File: src/rtl/apu_pkg.sv
// Shared APU definitions: DMC register layout, rate tables and register decoding.
// Build with APU_DMC_PAL_EN defined to select the PAL rate table instead of NTSC.
package apu_pkg;

  localparam logic [15:0] DMC_ADDR_BASE = 16'hC000;

  typedef logic [8:0] dmc_period_t;

  typedef struct packed {
    logic       irq_en;
    logic       loop;
    logic [3:0] rate;
    logic [7:0] sample_addr;
    logic [7:0] sample_len;
  } dmc_regs_t;

  localparam dmc_period_t DMC_RATE_NTSC [16] = '{
    9'd428, 9'd380, 9'd340, 9'd320, 9'd286, 9'd254, 9'd226, 9'd214,
    9'd190, 9'd160, 9'd142, 9'd128, 9'd106, 9'd84,  9'd72,  9'd54
  };

  localparam dmc_period_t DMC_RATE_PAL [16] = '{
    9'd398, 9'd354, 9'd316, 9'd298, 9'd276, 9'd236, 9'd210, 9'd198,
    9'd176, 9'd148, 9'd132, 9'd118, 9'd98,  9'd78,  9'd66,  9'd50
  };

  // reg_array[0..3] holds the last bytes written to $4010..$4013
  function automatic dmc_regs_t get_dmc_signals(input logic [3:0][7:0] reg_array);
    dmc_regs_t s;
    s.irq_en      = reg_array[0][7];
    s.loop        = reg_array[0][6];
    s.rate        = reg_array[0][3:0];
    s.sample_addr = reg_array[2];
    s.sample_len  = reg_array[3];
    return s;
  endfunction

  function automatic dmc_period_t dmc_period(input logic [3:0] rate);
`ifdef APU_DMC_PAL_EN
    return DMC_RATE_PAL[rate];
`else
    return DMC_RATE_NTSC[rate];
`endif
  endfunction

endpackage

File: src/rtl/dmc_sample_fifo.sv
// Small byte FIFO holding fetched DMC sample bytes; the head byte is readable
// without a pop so the output unit can load it on the same cycle it pops.
module dmc_sample_fifo #(
  parameter  int DEPTH = 1,
  localparam int AW    = (DEPTH > 1) ? $clog2(DEPTH) : 1,
  localparam int CW    = $clog2(DEPTH + 1)
) (
  input  logic          clk,
  input  logic          rst_l,
  input  logic          push,
  input  logic [7:0]    push_data,
  input  logic          pop,
  output logic [7:0]    pop_data,
  output logic [CW-1:0] count
);

  logic [7:0]    mem [DEPTH];
  logic [AW-1:0] wr_ptr_reg, rd_ptr_reg;
  logic [CW-1:0] count_reg;

  function automatic logic [AW-1:0] ptr_inc(input logic [AW-1:0] p);
    return (p == AW'(DEPTH - 1)) ? '0 : p + 1'b1;
  endfunction

  always_ff @(posedge clk or negedge rst_l) begin
    if (!rst_l) begin
      for (int i = 0; i < DEPTH; i++) mem[i] <= '0;
      wr_ptr_reg <= '0;
      rd_ptr_reg <= '0;
      count_reg  <= '0;
    end else begin
      if (push) begin
        mem[wr_ptr_reg] <= push_data;
        wr_ptr_reg      <= ptr_inc(wr_ptr_reg);
      end
      if (pop) rd_ptr_reg <= ptr_inc(rd_ptr_reg);
      case ({push, pop})
        2'b10:   count_reg <= count_reg + 1'b1;
        2'b01:   count_reg <= count_reg - 1'b1;
        default: count_reg <= count_reg;
      endcase
    end
  end

  assign pop_data = mem[rd_ptr_reg];
  assign count    = count_reg;

endmodule

File: src/rtl/dmc_channel.sv
// APU delta-modulation sample channel: fetches bytes over a req/ack port, plays them
// as 7-bit delta steps and flags IRQ at sample end. APU_DMC_PAL_EN selects PAL rates.
module dmc_channel
  import apu_pkg::*;
#(
  parameter int BUF_DEPTH = 1,
  parameter int OUT_W     = 7
) (
  input  logic             clk,
  input  logic             rst_l,
  input  logic             cpu_clk_en,
  input  logic             reg_wr,
  input  logic [1:0]       reg_sel,
  input  logic [7:0]       reg_data,
  input  logic             status_wr,
  input  logic             enable,
  output logic             mem_req,
  output logic [15:0]      mem_addr,
  input  logic             mem_ack,
  input  logic [7:0]       mem_data,
  output logic             active,
  output logic             irq,
  output logic [OUT_W-1:0] out
);

  localparam int CW = $clog2(BUF_DEPTH + 1);

  typedef enum logic {IDLE, REQ} rd_state_t;

  logic [3:0][7:0] regs_reg;
  dmc_regs_t       dmc;
  logic [15:0]     sample_start;
  logic [11:0]     sample_len;
  logic            unused_reg_bits;

  logic [8:0]  timer_reg;
  logic        out_clk;
  logic [7:0]  shift_reg;
  logic [3:0]  bits_reg;
  logic        silence_reg;
  logic [6:0]  level_reg, level_next;
  logic [OUT_W-1:0] out_reg;

  rd_state_t   state_reg, state_next;
  logic [15:0] mem_addr_reg;
  logic [15:0] cur_addr_reg, cur_addr_next;
  logic [11:0] bytes_reg, bytes_next;
  logic        irq_reg, irq_next;
  logic        fetch_done;

  logic          fifo_pop;
  logic [7:0]    fifo_data;
  logic [CW-1:0] fifo_count;

  assign dmc             = get_dmc_signals(regs_reg);
  assign sample_start    = DMC_ADDR_BASE + {2'b00, dmc.sample_addr, 6'b000000};
  assign sample_len      = {dmc.sample_len, 4'h0} + 12'd1;
  assign unused_reg_bits = ^{regs_reg[0][5:4], regs_reg[1]};

  always_ff @(posedge clk or negedge rst_l) begin
    if (!rst_l) regs_reg <= '0;
    else if (reg_wr) regs_reg[reg_sel] <= reg_data;
  end

  assign out_clk = cpu_clk_en && (timer_reg == '0);

  always_ff @(posedge clk or negedge rst_l) begin
    if (!rst_l) timer_reg <= dmc_period(4'd0) - 9'd1;
    else if (cpu_clk_en) timer_reg <= out_clk ? dmc_period(dmc.rate) - 9'd1 : timer_reg - 9'd1;
  end

  // The next byte is loaded as the last bit of the current one is shifted out.
  assign fifo_pop = out_clk && (bits_reg == 4'd1) && (fifo_count != '0);

  always_ff @(posedge clk or negedge rst_l) begin
    if (!rst_l) begin
      shift_reg   <= '0;
      bits_reg    <= 4'd8;
      silence_reg <= 1'b1;
    end else if (out_clk) begin
      shift_reg <= shift_reg >> 1;
      if (bits_reg == 4'd1) begin
        bits_reg <= 4'd8;
        if (fifo_count != '0) begin
          shift_reg   <= fifo_data;
          silence_reg <= 1'b0;
        end else begin
          silence_reg <= 1'b1;
        end
      end else begin
        bits_reg <= bits_reg - 4'd1;
      end
    end
  end

  // A direct $4011 load overrides any delta step landing in the same cycle.
  always_comb begin
    level_next = level_reg;
    if (out_clk && !silence_reg) begin
      if (shift_reg[0] && level_reg <= 7'd125)      level_next = level_reg + 7'd2;
      else if (!shift_reg[0] && level_reg >= 7'd2) level_next = level_reg - 7'd2;
    end
    if (reg_wr && reg_sel == 2'd1) level_next = reg_data[6:0];
  end

  always_ff @(posedge clk or negedge rst_l) begin
    if (!rst_l) begin
      level_reg <= '0;
      out_reg   <= '0;
    end else begin
      level_reg <= level_next;
      out_reg   <= OUT_W'(level_next) << (OUT_W - 7);
    end
  end

  always_comb begin
    state_next = state_reg;
    case (state_reg)
      IDLE:    if (fifo_count < CW'(BUF_DEPTH) && bytes_reg != '0) state_next = REQ;
      REQ:     if (mem_ack) state_next = IDLE;
      default: state_next = IDLE;
    endcase
  end

  assign fetch_done = (state_reg == REQ) && mem_ack;

  // A fetch already in flight when the channel is disabled still lands in the buffer.
  always_comb begin
    cur_addr_next = cur_addr_reg;
    bytes_next    = bytes_reg;
    irq_next      = irq_reg;
    if (fetch_done) begin
      cur_addr_next = (cur_addr_reg == 16'hFFFF) ? 16'h8000 : cur_addr_reg + 16'd1;
      if (bytes_reg != '0) begin
        bytes_next = bytes_reg - 12'd1;
        if (bytes_reg == 12'd1) begin
          if (dmc.loop) begin
            cur_addr_next = sample_start;
            bytes_next    = sample_len;
          end else if (dmc.irq_en) begin
            irq_next = 1'b1;
          end
        end
      end
    end
    if (status_wr) begin
      irq_next = 1'b0;
      if (!enable) begin
        bytes_next = '0;
      end else if (bytes_reg == '0) begin
        cur_addr_next = sample_start;
        bytes_next    = sample_len;
      end
    end
    if (reg_wr && reg_sel == 2'd0 && !reg_data[7]) irq_next = 1'b0;
  end

  always_ff @(posedge clk or negedge rst_l) begin
    if (!rst_l) begin
      state_reg    <= IDLE;
      mem_addr_reg <= DMC_ADDR_BASE;
      cur_addr_reg <= DMC_ADDR_BASE;
      bytes_reg    <= '0;
      irq_reg      <= 1'b0;
    end else begin
      state_reg    <= state_next;
      cur_addr_reg <= cur_addr_next;
      bytes_reg    <= bytes_next;
      irq_reg      <= irq_next;
      if (state_reg == IDLE && state_next == REQ) mem_addr_reg <= cur_addr_reg;
    end
  end

  dmc_sample_fifo #(.DEPTH(BUF_DEPTH)) u_fifo (
    .clk       (clk),
    .rst_l     (rst_l),
    .push      (fetch_done),
    .push_data (mem_data),
    .pop       (fifo_pop),
    .pop_data  (fifo_data),
    .count     (fifo_count)
  );

  assign mem_req  = (state_reg == REQ);
  assign mem_addr = mem_addr_reg;
  assign active   = (bytes_reg != '0);
  assign irq      = irq_reg;
  assign out      = out_reg;

endmodule

File: config.mk
export PLATFORM = sky130hd
export DESIGN_NAME = dmc_channel
export DESIGN_NICKNAME = d
export VERILOG_FILES = /design/src/rtl/apu_pkg.sv /design/src/rtl/dmc_sample_fifo.sv /design/src/rtl/dmc_channel.sv
export SDC_FILE = /design/constraint.sdc
export NUM_CORES = 1
export LEC_CHECK = 0
export BUFFER_PORTS_ARGS = -buffer_cell sky130_fd_sc_hd__buf_4
export CAP_MARGIN = 20
export CORE_MARGIN = 2
export CORE_UTILIZATION = 60
export CTS_CLUSTER_SIZE = 24
export DETAILED_ROUTE_END_ITERATION = 12
export PLACE_DENSITY = 0.84
export SYNTH_ARGS = -nofsm -noshare
export SYNTH_HDL_FRONTEND = slang
export SYNTH_SLANG_ARGS = --single-unit
File: constraint.sdc
create_clock -name clk -period 2.91 [get_ports clk]
set_clock_uncertainty 0.1 [all_clocks]
set_input_delay 0.1455 -clock clk [delete_from_list [all_inputs] [get_ports clk]]
set_output_delay 0.1455 -clock clk [all_outputs]
set_load 0.02 [all_outputs]
# --- Yosys cells after proc, flatten, opt, wreduce, memory -nomap -nowiden ---
# Memories as Yosys holds them, arrays and structs flattened.
# Cells that the tools add are included.
op_classes:
  addsub: 13
  multipliers: 0
  n_div: 0
  magnitude_cmp: 9
  n_eq_ne: 7
  shifts: 0
  n_mux: 45
  bitwise_logic: 2
  reduce_logical: 31
ops:
  columns: ["cell", "n"]
  rows:
  - ["16-bit two-way mux", 8]
  - ["12-bit two-way mux", 7]
  - ["8-bit two-way mux", 5]
  - ["32-bit bitwise mux", 1]
  - ["7-bit two-way mux", 4]
  - ["9-bit two-way mux", 3]
  - ["9-bit by 1-bit subtractor with 9-bit output (second input constant)", 2]
  - ["15-bit by 15-bit adder with 16-bit output (first input constant)", 1]
  - ["16-bit by 1-bit adder with 16-bit output (second input constant)", 1]
  - ["8-bit demux with 2-bit select", 1]
  - ["16-bit equality test (second input constant)", 1]
  - ["3-bit nonzero test", 5]
  - ["1-bit logical AND", 14]
  - ["12-bit by 1-bit adder with 12-bit output (second input constant)", 1]
  - ["12-bit by 1-bit equality test with 1-bit output (second input constant)", 1]
  - ["12-bit zero test", 1]
  - ["1-bit two-way mux", 12]
  - ["12-bit nonzero test", 1]
  - ["12-bit by 1-bit subtractor with 12-bit output (second input constant)", 1]
  - ["9-bit zero test", 1]
  - ["8-bit bitwise mux", 1]
  - ["7-bit by 2-bit adder with 7-bit output (second input constant)", 1]
  - ["7-bit by 2-bit greater-or-equal comparator with 1-bit output (second input constant)", 1]
  - ["7-bit less-or-equal comparator (second input constant)", 1]
  - ["other kinds (22)", 32]
totals:
  reg_bits: 118
  latchBits: 0
  ram_bits: 0
  rom_bits: 144
  inputBits: 25
  output_inout_bits: 26
  word_cells: 126
  mem_count: 1
mem_list:
  columns: ["name", "depth", "word_bits", "read_ports", "rd_ports_with_merged_regs", "wr", "line_no", "source"]
  rows:
  - ["(no name shown)", 16, 9, 1, 0, 0, "apu_pkg.sv:42", "return DMC_RATE_NTSC[rate];"]

# --- Depth between registers and ports, before layout ---
# Gate-level depths: netlist of run 1.
logic_depth:
  ltp_word: 9
  depth_mapped: 11
  ltp_nobuf: 11

# --- Modules after synthesis ---
# From an unflattened synthesis of run 1, not the netlist that was laid out.
unflattened:
  cells_unflattened: 552
  hier_area_um2: 5740.5
by_module_without_submodules:
  columns: ["mod", "n_inst", "cells_each", "area_per_inst_um2", "seq_area_each_um2"]
  rows:
  - ["dmc_channel", 1, 533, 5390.2, 2442.3]
  - ["dmc_sample_fifo", 1, 19, 350.3, 225.2]

# --- Worst setup path before layout of run 1 ---
# No wires, ideal clock.
synth_timing:
  path_kind: "register to register"
  start: "register bytes_reg[0]"
  end: "register mem_addr_reg[10], in the netlist mem_addr[10]"
  setup_ns: 0.125
  t_arrival_ns: 2.534
  t_required_ns: 2.685
  setup_slack_ns: 0.152
  stages_incl_launch_ff: 9
  period_less_slack_ns: 2.758
  path_cell_list: "dfrtp_1 inv_1 ha_1 clkbuf_1 nor4b_1 nand4_1 nand2_1 clkbuf_1 mux2_2"
synth_between:
  elab_chain_cells: 5
synth_rtl:
  columns: ["item", "line_no", "source"]
  rows:
  - ["start, declared", "dmc_channel.sv:47", "logic [11:0] bytes_reg, bytes_next;"]
  - ["start signal, assigned", "dmc_channel.sv:168", "bytes_reg <= bytes_next;"]
  - ["12-bit nonzero test", null, null]
  - ["net active", "dmc_channel.sv:21", "output logic active,"]
  - ["1-bit logical AND", "dmc_channel.sv:119", "IDLE: if (fifo_count < CW'(BUF_DEPTH) && bytes_reg != '0) state_next = REQ;"]
  - ["1-bit two-way mux", "dmc_channel.sv:119", null]
  - ["1-bit case mux with 2 select lines", "dmc_channel.sv:118", "case (state_reg)"]
  - ["1-bit logical AND", "dmc_channel.sv:170", "if (state_reg == IDLE && state_next == REQ) mem_addr_reg <= cur_addr_reg;"]
  - ["end signal, assigned", "dmc_channel.sv:170", null]
  - ["end, declared", "dmc_channel.sv:45", "logic [15:0] mem_addr_reg;"]
# The timed path passes the listed nets, and every way through them passes these cells.
# A chain may end at the register's enable or synchronous reset.

# --- Final worst setup path of run 1 ---
layout_timing:
  start: "register regs_reg (netlist bit dmc[16])"
  end: "register timer_reg[8]"
layout_between:
  elab_chain_cells: 6
layout_rtl:
  columns: ["item", "line_no", "source"]
  rows:
  - ["start, declared", "dmc_channel.sv:30", "logic [3:0][7:0] regs_reg;"]
  - ["start signal, assigned by index", "dmc_channel.sv:62", "else if (reg_wr) regs_reg[reg_sel] <= reg_data;"]
  - ["4-bit inverter with 5-bit output (not written as such)", "apu_pkg.sv:42", null]
  - ["memory read 16 x 9 bit", null, null]
  - ["9-bit two-way mux (not written as such) (2 in series)", "apu_pkg.sv:42", null]
  - ["9-bit by 1-bit subtractor with 9-bit output", "dmc_channel.sv:69", "else if (cpu_clk_en) timer_reg <= out_clk ? dmc_period(dmc.rate) - 9'd1 : timer_reg - 9'd1;"]
  - ["9-bit two-way mux", "dmc_channel.sv:69", null]
  - ["end signal, assigned", "dmc_channel.sv:68", "if (!rst_l) timer_reg <= dmc_period(4'd0) - 9'd1;"]
  - ["end signal, assigned", "dmc_channel.sv:69", null]
  - ["end, declared", "dmc_channel.sv:36", "logic [8:0] timer_reg;"]
# Every way passes these cells. The select of a mux whose other input is x is not followed.

==> results of run 1 <==
-- worst reg2reg max path, delay by kind of cell (launching register included) --
kind / cells / cell delay (ns)
AO/OA/AOI/OAI: 3 / 0.52
flip-flops: 1 / 0.45
AND/OR/NAND/NOR: 4 / 0.97
buffers and inverters: 1 / 0.11
adder cells (fa/ha/maj): 2 / 0.61
-- worst max path at each step --
stage	startpoint	end	slack [ns]
finish	dmc[16]	timer_reg[8]	0.09
global route	dmc[16]	timer_reg[8]	-0.03
CTS	dmc[16]	timer_reg[8]	0.05
global placement	dmc[16]	timer_reg[8]	0.30
floorplan	bytes_reg[0]	mem_addr[10]	0.15
detailed placement	dmc[16]	timer_reg[8]	0.11
-- power by group --
part	total [mW]	internal (mW)	switching, mW
Combinational	2.34	1.05	1.29
Sequential	2.53	2.03	0.500
Clock	0.979	0.441	0.538
Total	5.85	3.52	2.33
-- metal layers --
| layer | up-vias | wire, um |
|---|---|---|
| met1 | 2346 | 5380 |
| met3 | 35 | 843 |
| met5 | - | 0 |
| met4 | 0 | 395 |
| li1 | 2235 | - |
| met2 | 203 | 6760 |
-- metrics by stage --
step,TNS [ns],cells
final,0,779
after CTS,0,779
after floorplan,0,584
after global routing,-0.0294,779
after global placement,0,742
after detailed placement,0,742
-- area by class of cell --
cell class,instances,area (sq um),area share [%]
Multi-Input combinational cell,440,2830,42.5
Sequential cell,106,2670,40.2
Timing Repair Buffer,87,718,10.8
Tap cell,111,139,2.09
Clock buffer,10,138,2.07
Clock inverter,6,82.6,1.24
Inverter,19,71.3,1.07
-- logic make-up (layout without fill, tap and decap cells) --
family / after synthesis / count (layout)
compound gates: 109 / 109
flops: 106 / 106
simple gates: 244 / 244
mux: 52 / 52
xor+xnor: 22 / 22
buf+inv: 38 / 122
fa+ha+maj: 13 / 13
-- what timing repair did --
action                                 4_1_cts  5_1_grt
setup endpoints to repair                    0        3
resized for setup                            0        3
hold buffers                                21        0
endpoints found under the hold margin       87        0
-- cells in the final DEF, fill, tap and decap left out, types with 5 or more instances in the layout --
cell / count
nand3_1: 24
inv_1: 19
nand4_1: 6
nor3_1: 19
buf_4: 65
nor3b_1: 7
nand2_1: 79
dfrtp_1: 93
xnor2_1: 13
nor2_1: 44
o21ai_0: 44
ha_1: 12
and3_1: 8
mux2_2: 39
and2_1: 5
nand2b_1: 5
dfstp_2: 12
or3_1: 9
a21oi_1: 31
clkbuf_8: 10
xor2_1: 9
dlygate4sd3_1: 21
mux2i_1: 12
nor2b_1: 8
or4_1: 5
nor4_1: 6
==> summary.md, run 1 <==
| Metric | Value |
|---|---|
| Status | complete, no violations |
| Fin Hold WS | 0.0915 ns |
| M3 GR Usage | 4.23% |
| DR vias | 4,819 |
| M2 GR Usage | 46.6% |
| Total die area | 10,200 sq um |
| Die Y | between 100 and 150 um |
| Final nets | approximately 700 |
| Total Wirelength | 13,400 um |
| Final setup viols | 0 |
| Placed Area | between 6000 and 7000 sq um |
| Synth Flop Type | dfrtp_1 |
| Synth Area per Inst | 9.65 sq um |
| Critical path depth | 10 |
| Final Hold Viols | 0 |
| Starting density of the core | 61.3% |
| ANT cells | 0 |
| CP Max Fanout | 7 |
| Clock root buffer | clkbuf_8 |
| Fmax | 355 MHz |
| First-pass GRT wire length | 22,300 um |
| WP buf/inv | 1 |
| Drt drc | 0 |
| Required @ worst endpoint | 3.11 ns |
| Reg-to-Reg End | timer_reg[8] |
| CP peak stage delay | 0.51 ns |
| Arr. time, crit path | 3.02 ns |
| Met1 GRT Util | 36.4% |
| Slew Limit Fails | 0 |
| GRT Total Usage | 27.8% |
| FF-to-FF setup slack | 0.09 ns |
| Core Box Area | 9200 sq um |
| Final GP Congestion | 0.986 |
| Post-synth EDFFs | 0 |
| Area contributors post-synth | dfrtp_1, mux2_2, dfstp_2 |
| CTS buffer count | 9 |
| Min Clock Period, post-route | 2.82 ns |
| Grt total ovfl | 0 |
| Final period util | 96.9% |
| # IOs | 51 |
| GR peak layer | met2 |
| Largest net degree at the start of global routing | 58 |
| DR vias/cell | about 6.2 |
| # Max-Cap Violations | 0 |
| Largest family of logic cells by synthesized area | simple AND/OR/NAND/NOR gates |
| Hold path depth | 3 |
| Most frequent cells after synthesis | dfrtp_1, nand2_1, nor2_1, o21ai_0, mux2_2 |
| Worst-Skew Late Latency | 0.38 ns |
| Sequential area share after synthesis | 47.3% |
| P_leak | 2.93 nW |
| Post-route cell area | 6640 sq um |
| CTS tree | yes |
| ANT nets after route | 0 |
| Mux cell area share after synthesis | 10.3% |
| Cell count of the worst reg-to-reg path | 10 |
| CP Capture Type | flip-flop |
| Fillers | 665 |
| Syn Std Cell Area | about 5600 sq um |
| Worst setup margin | between 0.09 and 0.1 ns |
| Post-synthesis xor/xnor area fraction | about 3.4% |
| Gate Count Post-Synth | 584 |
| Port Buf Inserts | 50 |
| Post-Route Utilization | a little over 70% |
| Actual slew at the worst max-slew pin | 0.763 ns |
| Post-DP HPWL | 9370 um |
| Antenna violations before repair | 0 |
| Synth Warn # | 0 |
| Slew margin rel. | 48.7% |
| Number of global-route vias before repair | ~4,700 |
| Setup Fix Bufs, Post-CTS | 0 |
| CP Class | reg -> reg |
| Post-Syn Nets | about 620 |
| Dpl ws | 0.114 ns |
| Max reg flops | 22 |
| Critical Path Source Type | flip-flop |
| Simple-gate share of the synthesized area | 21.4% |
| Design Power | 5.85 mW |
| Layout cells sized above 1 | 22.3% |
| Post-Synth Adder-Cell Area | 2.89% |
| Count leader, synth | dfrtp_1 |
| Clock slew at reported path FFs | 0.11 ns |
| Iteration-0 DRC Markers | 313 |
| WHS Endpoint | bytes_reg[0] |
| Synth Area in Compound Gates | 11.9% |
| Share of flip-flops with an asynchronous set or reset | between 90% and 100% |
| WL/cell | 17.2 um |
| # H-tree levels | 3 |
| Share of the synthesized area in the top cell type | 41.7% |
| Yosys reg bits | 106 |
| Slowest library cell on the worst path | or4_1 |
| Width of the die | 101 um |
| Row count | 35 |
| Delay-heaviest family, CP | simple AND/OR/NAND/NOR gates |
| Worst Hold Class | in -> reg |
| Hold path startpoint | enable |
| Crit-path cells | inv_1 > ha_2 > nand2_1 > a22o_1 > a21oi_1 > ha_1 > nor2b_1 > nand3_1 > or4_1 > o21ai_0 |
| Reg-to-Reg Start | dmc[16] |
| PwrDens | 880 nW/um^2 |
| Count of cell types in the netlist | 60 |
| Area Overhead vs Synth | 17.8% |
| Clk buf depth | 2 |
| Sink Count | 106 |
| DRT Pass-1 Iters | 5 |
| Biggest area consumer among synthesized cells | dfrtp_1 |
| Max IR drop VDD | 385 uV |
Note: power is estimated with default switching activity, not from simulation.
==> run 2: changes to the inputs <==
==> constraint.sdc (replaced) <==
create_clock -name clk -period 3.1 [get_ports clk]
set_clock_uncertainty 0.1 [all_clocks]
set_input_delay 0.155 -clock clk [delete_from_list [all_inputs] [get_ports clk]]
set_output_delay 0.155 -clock clk [all_outputs]
set_load 0.02 [all_outputs]
==> run 2 against run 1 <==
Against the previous run:
- wire length is 3.5% lower
- maximum frequency decreased by 1.9%
- critical path depth grew 1
- non-clock buffer count fell by 2
- power is 8.0% lower
- combinational power decreased by 7%
- via count down 2.8%
==> summary.md, run 2 (synthesis gave the netlist of run 1 again) <==
| Metric | Value |
|---|---|
| Final nets | 699 |
| Worst path most repeated cell | ha_1 |
| Row count | 35 |
| Port Buf Inserts | 50 |
| Final GP Congestion | 1.01 |
| Final period util | 92.7% |
| ANT nets after route | 0 |
| Layout cells sized above 1 | 21.6% |
| Number of global-route vias before repair | 4,645 |
| Final Hold Viols | 0 |
| Worst-Skew Late Latency | roughly 0.4 ns |
| CP Max Fanout | 7 |
| Status | complete, no violations |
| ANT cells | 0 |
| Post-Route Utilization | 71.7% |
| Critical Path Source Type | flip-flop |
| # H-tree levels | 3 |
| DR vias/cell | 6.03 |
| Post-route cell area | 6590 sq um |
| NetSw | 2.14 mW |
| Switching fraction of total power | 39.9% |
| Commonest non-fill, non-tap cell in the layout | dfrtp_1 |
| Max reg flops | 22 |
| Hold buffers post-CTS | 21 |
| Starting density of the core | 61.3% |
| Antenna violations before repair | 0 |
| Grt total ovfl | 0 |
| DRT Pass-1 Iters | 5 |
| Total die area | a little over 10,000 sq um |
| Arr. time, crit path | 3.09 ns |
| Total Wirelength | roughly 13,000 um |
| Comb power frac | a little over 40% |
| CTS tree | yes |
| P_leak | 2.91 nW |
| Clock root buffer | clkbuf_8 |
| First-pass GRT wire length | around 22,000 um |
| WP buf/inv | 1 |
| Setup TNS | 0 ns |
| Commonest cells after routing, fill and taps aside | dfrtp_1, nand2_1, buf_4, nor2_1, o21ai_0 |
| Slowest library cell on the worst path | dfrtp_1 |
| Iteration-0 DRC Markers | between 300 and 400 |
| Required @ worst endpoint | 3.31 ns |
| Sequential share of power | between 40% and 50% |
| Setup Fix Bufs, Post-CTS | 0 |
| Core Box Area | 9200 sq um |
| Area Overhead vs Synth | 17.0% |
| Width of the die | 101 um |
| Drt drc | 0 |
| Fmax | 348 MHz |
| Worst Hold Class | in -> reg |
| Max IR drop VDD | about 560 uV |
| PwrDens | between 800 and 900 nW/um^2 |
| Clk buf depth | 2 |
| Clock power frac | 15.6% |
| Slew margin rel. | 44.1% |
| Largest net degree at the start of global routing | 56 |
| Crit-path cells | inv_1 > ha_1 > nand2_1 > a22o_1 > a21oi_1 > ha_1 > nor2b_1 > nand3_1 > nor4_1 > o221a_2 > o21ai_0 |
| Slew Limit Fails | 0 |
| CTS buffer count | 9 |
| Die Y | 101 um |
| Sink Count | between 100 and 150 |
| CP Class | reg -> reg |
| Clock slew at reported path FFs | between 0.1 and 0.15 ns |
| # IOs | 51 |
| DR vias | 4,683 |
| Delay-heaviest family, CP | simple AND/OR/NAND/NOR gates |
| Resized cells post-CTS | 0 |
| Final setup viols | 0 |
| RSZ-0062 raised after global routing | no |
| Placed Area | 6190 sq um |
| WL/cell | 16.6 um |
| GRT Total Usage | ~27% |
| CP peak stage delay | 0.48 ns |
| Internal power | 3.24 mW |
| Actual slew at the worst max-slew pin | 0.831 ns |
| Post-DP HPWL | 9170 um |
| # Max-Cap Violations | 0 |
| Min Clock Period, post-route | 2.87 ns |
| CP Capture Type | flip-flop |
-- run 2: changes by cell type in the layout (fill, tap and decap cells not counted) --
cell        change
buf_4           -2
bufinv_16       -1
clkbuf_8        +1
clkinv_4        +1
clkinv_8        -1
clkinvlp_4      +1
dfrtp_1         +1
dfrtp_2         -1
ha_1            +1
ha_2            -1
inv_6           -1
nor4_1          +1
nor4_2          -1
-- run 2: power by group through the flow --
stage	logic (mW)	registers (mW)	clock network, mW
after global placement	2.05	2.36	0
after detailed placement	2.13	2.38	0
after floorplan	1.40	2.37	0
final	2.17	2.37	0.837
after CTS	2.16	2.36	0.855
after global routing	2.40	2.44	0.918
-- run 2: through the flow --
stage | hold slack, ns | instances | setup slack (ns) | power, mW
global placement | 0.116 | 740 | 0.495 | 4.40
floorplan | -0.241 | 584 | 0.342 | 3.77
finish | 0.141 | 777 | 0.227 | 5.38
detailed placement | 0.124 | 740 | 0.332 | 4.51
global route | 0.164 | 777 | 0.0586 | 5.76
CTS | 0.131 | 777 | 0.291 | 5.38
-- run 2: path summary, 6_finish.rpt --
kind | from | endpoint | slack [ns] | cells after the start
min | reg_sel[1] | dmc[17] | 0.14 | 5
max reg2reg | dmc[16] | timer_reg[8] | 0.23 | 11
min in group asynchronous | rst_l | mem_addr[7] | 0.24 | 2
min reg2reg | dmc[4] | bytes_reg[8] | 0.39 | 2
max | dmc[16] | timer_reg[8] | 0.23 | 11
max in group asynchronous | rst_l | timer_reg[1] | 1.90 | 3
-- run 2: layout make-up --
class	count	area (sq um)
multi-input combinational	440	2820
sequential	106	2670
inverter	19	71.3
clock inverter	5	43.8
clock buffer	11	151
tap	111	139
fill	655	2600
timing repair buffer	85	703
-- run 2: layer usage --
layer | track usage, % | part of all wire, % | vias to the layer above
met5 | 0 | 0 | -
met4 | 10.5 | 2.3 | 0
met2 | 44.6 | 50 | 155
li1 | - | - | 2228
met3 | 6.10 | 5.5 | 22
met1 | 35.5 | 42 | 2278
-- run 2: worst reg2reg max path: stages (launching register included) --
cell     delay, ns
dfrtp_1       0.48
inv_1         0.13
ha_1          0.38
nand2_1       0.10
a22o_1        0.26
a21oi_1       0.16
ha_1          0.19
nor2b_1       0.20
nand3_1       0.14
nor4_1        0.32
o221a_2       0.26
o21ai_0       0.08
==> run 3: changes to the inputs <==
--- a/config.mk
+++ b/config.mk
@@ -11,7 +11,8 @@
 export CORE_UTILIZATION = 60
 export CTS_CLUSTER_SIZE = 24
 export DETAILED_ROUTE_END_ITERATION = 12
-export PLACE_DENSITY = 0.84
+export GPL_ROUTABILITY_DRIVEN = 0
+export PLACE_DENSITY = 0.79
 export SYNTH_ARGS = -nofsm -noshare
 export SYNTH_HDL_FRONTEND = slang
 export SYNTH_SLANG_ARGS = --single-unit
==> run 3 against run 2 <==
Against the previous run:
- cell area decreased by 0.27%
- global-route usage decreased by 0.56 points
- register-to-register slack improved by 0.05 ns
- clock power decreased by 1%
- die area unchanged
- utilization decreased by 0.19 points
- cell count decreased by 0.26%
- critical path depth decreased by 2
- sequential share of layout area increased by 0.11 points
- hold slack got worse by 0.12 ns
- count of clock-buffer cells in the layout unchanged
- critical endpoint is now timer_reg[5]
- largest cell class unchanged
- largest power group unchanged
==> summary.md, run 3 (synthesis gave the netlist of run 1 again) <==
| Metric | Value |
|---|---|
| Critical Path Source Type | flip-flop |
| Final period util | between 90 and 100% |
| Starting density of the core | around three fifths |
| CP Capture Type | flip-flop |
| Max IR drop VDD | 439 uV |
| ANT cells | 0 |
| Core Box Area | 9200 sq um |
| Die Y | about 100 um |
| Final setup viols | 0 |
| Layout cells sized above 1 | 21.7% |
| DRT Pass-1 Iters | 5 |
| Reg-to-Reg End | timer_reg[5] |
| Max reg flops | 22 |
| Setup TNS | 0 ns |
| Commonest cells after routing, fill and taps aside | dfrtp_1, nand2_1, buf_4, nor2_1, o21ai_0 |
| Dpl ws | between 0.3 and 0.4 ns |
| Iteration-0 DRC Markers | 244 |
| Hold path depth | 3 |
| Reg-to-Reg Start | dmc[16] |
| Min Clock Period, post-route | 2.82 ns |
| Clock slew at reported path FFs | 0.10 ns |
| CP Class | reg -> reg |
| Post-DP HPWL | 8880 um |
| CP Max Fanout | 7 |
| Port Buf Inserts | 50 |
| # IOs | 51 |
| Fillers | about 680 |
| Total die area | between 10,000 and 15,000 sq um |
| RSZ-0062 raised after global routing | no |
| Clock root buffer | clkbuf_8 |
| Area Overhead vs Synth | 16.6% |
| DR vias | 4,703 |
| Cell count of the worst reg-to-reg path | 9 |
| # Max-Cap Violations | 0 |
| Total Wirelength | 12,700 um |
| CTS buffer count | 9 |
| Final nets | 697 |
| Number of global-route vias before repair | 4,558 |
| Worst setup margin | 0.278 ns |
| Worst-Skew Late Latency | 0.37 ns |
| DR vias/cell | ~6.1 |
| Commonest non-fill, non-tap cell in the layout | dfrtp_1 |
| FF-to-FF setup slack | 0.28 ns |
| Arr. time, crit path | 3.03 ns |
| WHS Endpoint | bytes_reg[0] |
| Actual slew at the worst max-slew pin | 0.945 ns |
| Drt drc | 0 |
| CTS tree | yes |
| ANT nets after route | 0 |
| Grt total ovfl | 0 |
| # H-tree levels | 3 |
| Slew Limit Fails | 0 |
| Sink Count | 106 |
| Width of the die | 101 um |
| Hold path startpoint | enable |
| Fmax | 354 MHz |
| Worst Hold Class | in -> reg |
| Final Hold Viols | 0 |
| WL/cell | about 16 um |
| Required @ worst endpoint | 3.30 ns |
| Status | complete, no violations |
| Largest net degree at the start of global routing | 61 |
| P_leak | 2.90 nW |
| PwrDens | 816 nW/um^2 |
| GRT Total Usage | 26.7% |
| Slew margin rel. | between 30 and 40% |
| First-pass GRT wire length | about 22,000 um |
| Antenna violations before repair | 0 |
| Clk buf depth | 2 |
| Row count | 35 |
| Post-Route Utilization | 71.5% |
-- run 3: cell types whose count changed in the layout (fill, tap and decap cells not counted) --
cell           previous run  this run
buf_4                    63        62
clkinv_2                  0         1
dlygate4sd3_1            21        20
inv_8                     1         0
nor4_1                    7         6
nor4_2                    0         1
-- run 3: final cells by class --
class	instances	area (sq um)	area share (%)
multi-input cells	440	2820	42.9
flip-flops and latches	106	2670	40.6
inverters	19	71.3	1.08
repair buffers	83	686	10.4
clock buffers	11	151	2.30
well taps	111	139	2.11
clock inverters	5	37.5	0.571
-- run 3: critical path, cell delays in order (launching register included) --
cell and delay (ns):
dfrtp_1 0.48, inv_1 0.12, ha_1 0.38, inv_1 0.06, mux4_2 0.50, a2111oi_0 0.47
buf_4 0.20, nor2_1 0.06, and3_1 0.18, a211o_1 0.22
-- run 3: where the power goes --
group	total [mW]	leakage [nW]	internal (mW)	switching, mW
clock	0.825	0.0919	0.340	0.485
sequential	2.37	1.29	1.91	0.466
combinational	2.17	1.51	0.979	1.19
-- run 3: metal layers --
layer,GRT usage (%),routed length (um),vias up
met5,0,0,-
met4,8.94,280,0
met3,4.02,825,28
met2,43.1,6140,190
met1,37.1,5480,2260
li1,-,-,2225
-- run 3: what timing repair did --
item / CTS / global route
resized for setup: 0 / 1
buffers inserted: 0 / 0
endpoints found under the hold margin: 83 / 0
setup endpoints to repair: 0 / 1
hold buffers: 20 / 0
-- run 3: metrics by stage --
stage | hold WS, ns | cells | total power [mW] | cell area, sq um
6_report | 0.0231 | 775 | 5.37 | 6580
5_1_grt | 0.0252 | 775 | 5.76 | 6580
4_1_cts | 0.00996 | 775 | 5.35 | 6570
3_5_place_dp | 0.101 | 739 | 4.50 | 6180
3_3_place_gp | 0.0936 | 739 | 4.40 | 6180
2_1_floorplan | -0.241 | 584 | 3.77 | 5640
-- run 3: worst max-delay path by stage --
stage	start	endpoint	slack, ns
global placement	dmc[16]	timer_reg[8]	0.48
finish	dmc[16]	timer_reg[5]	0.28
detailed placement	dmc[16]	timer_reg[5]	0.31
global route	dmc[16]	timer_reg[5]	0.08
floorplan	bytes_reg[0]	mem_addr[10]	0.34
CTS	dmc[16]	timer_reg[5]	0.29
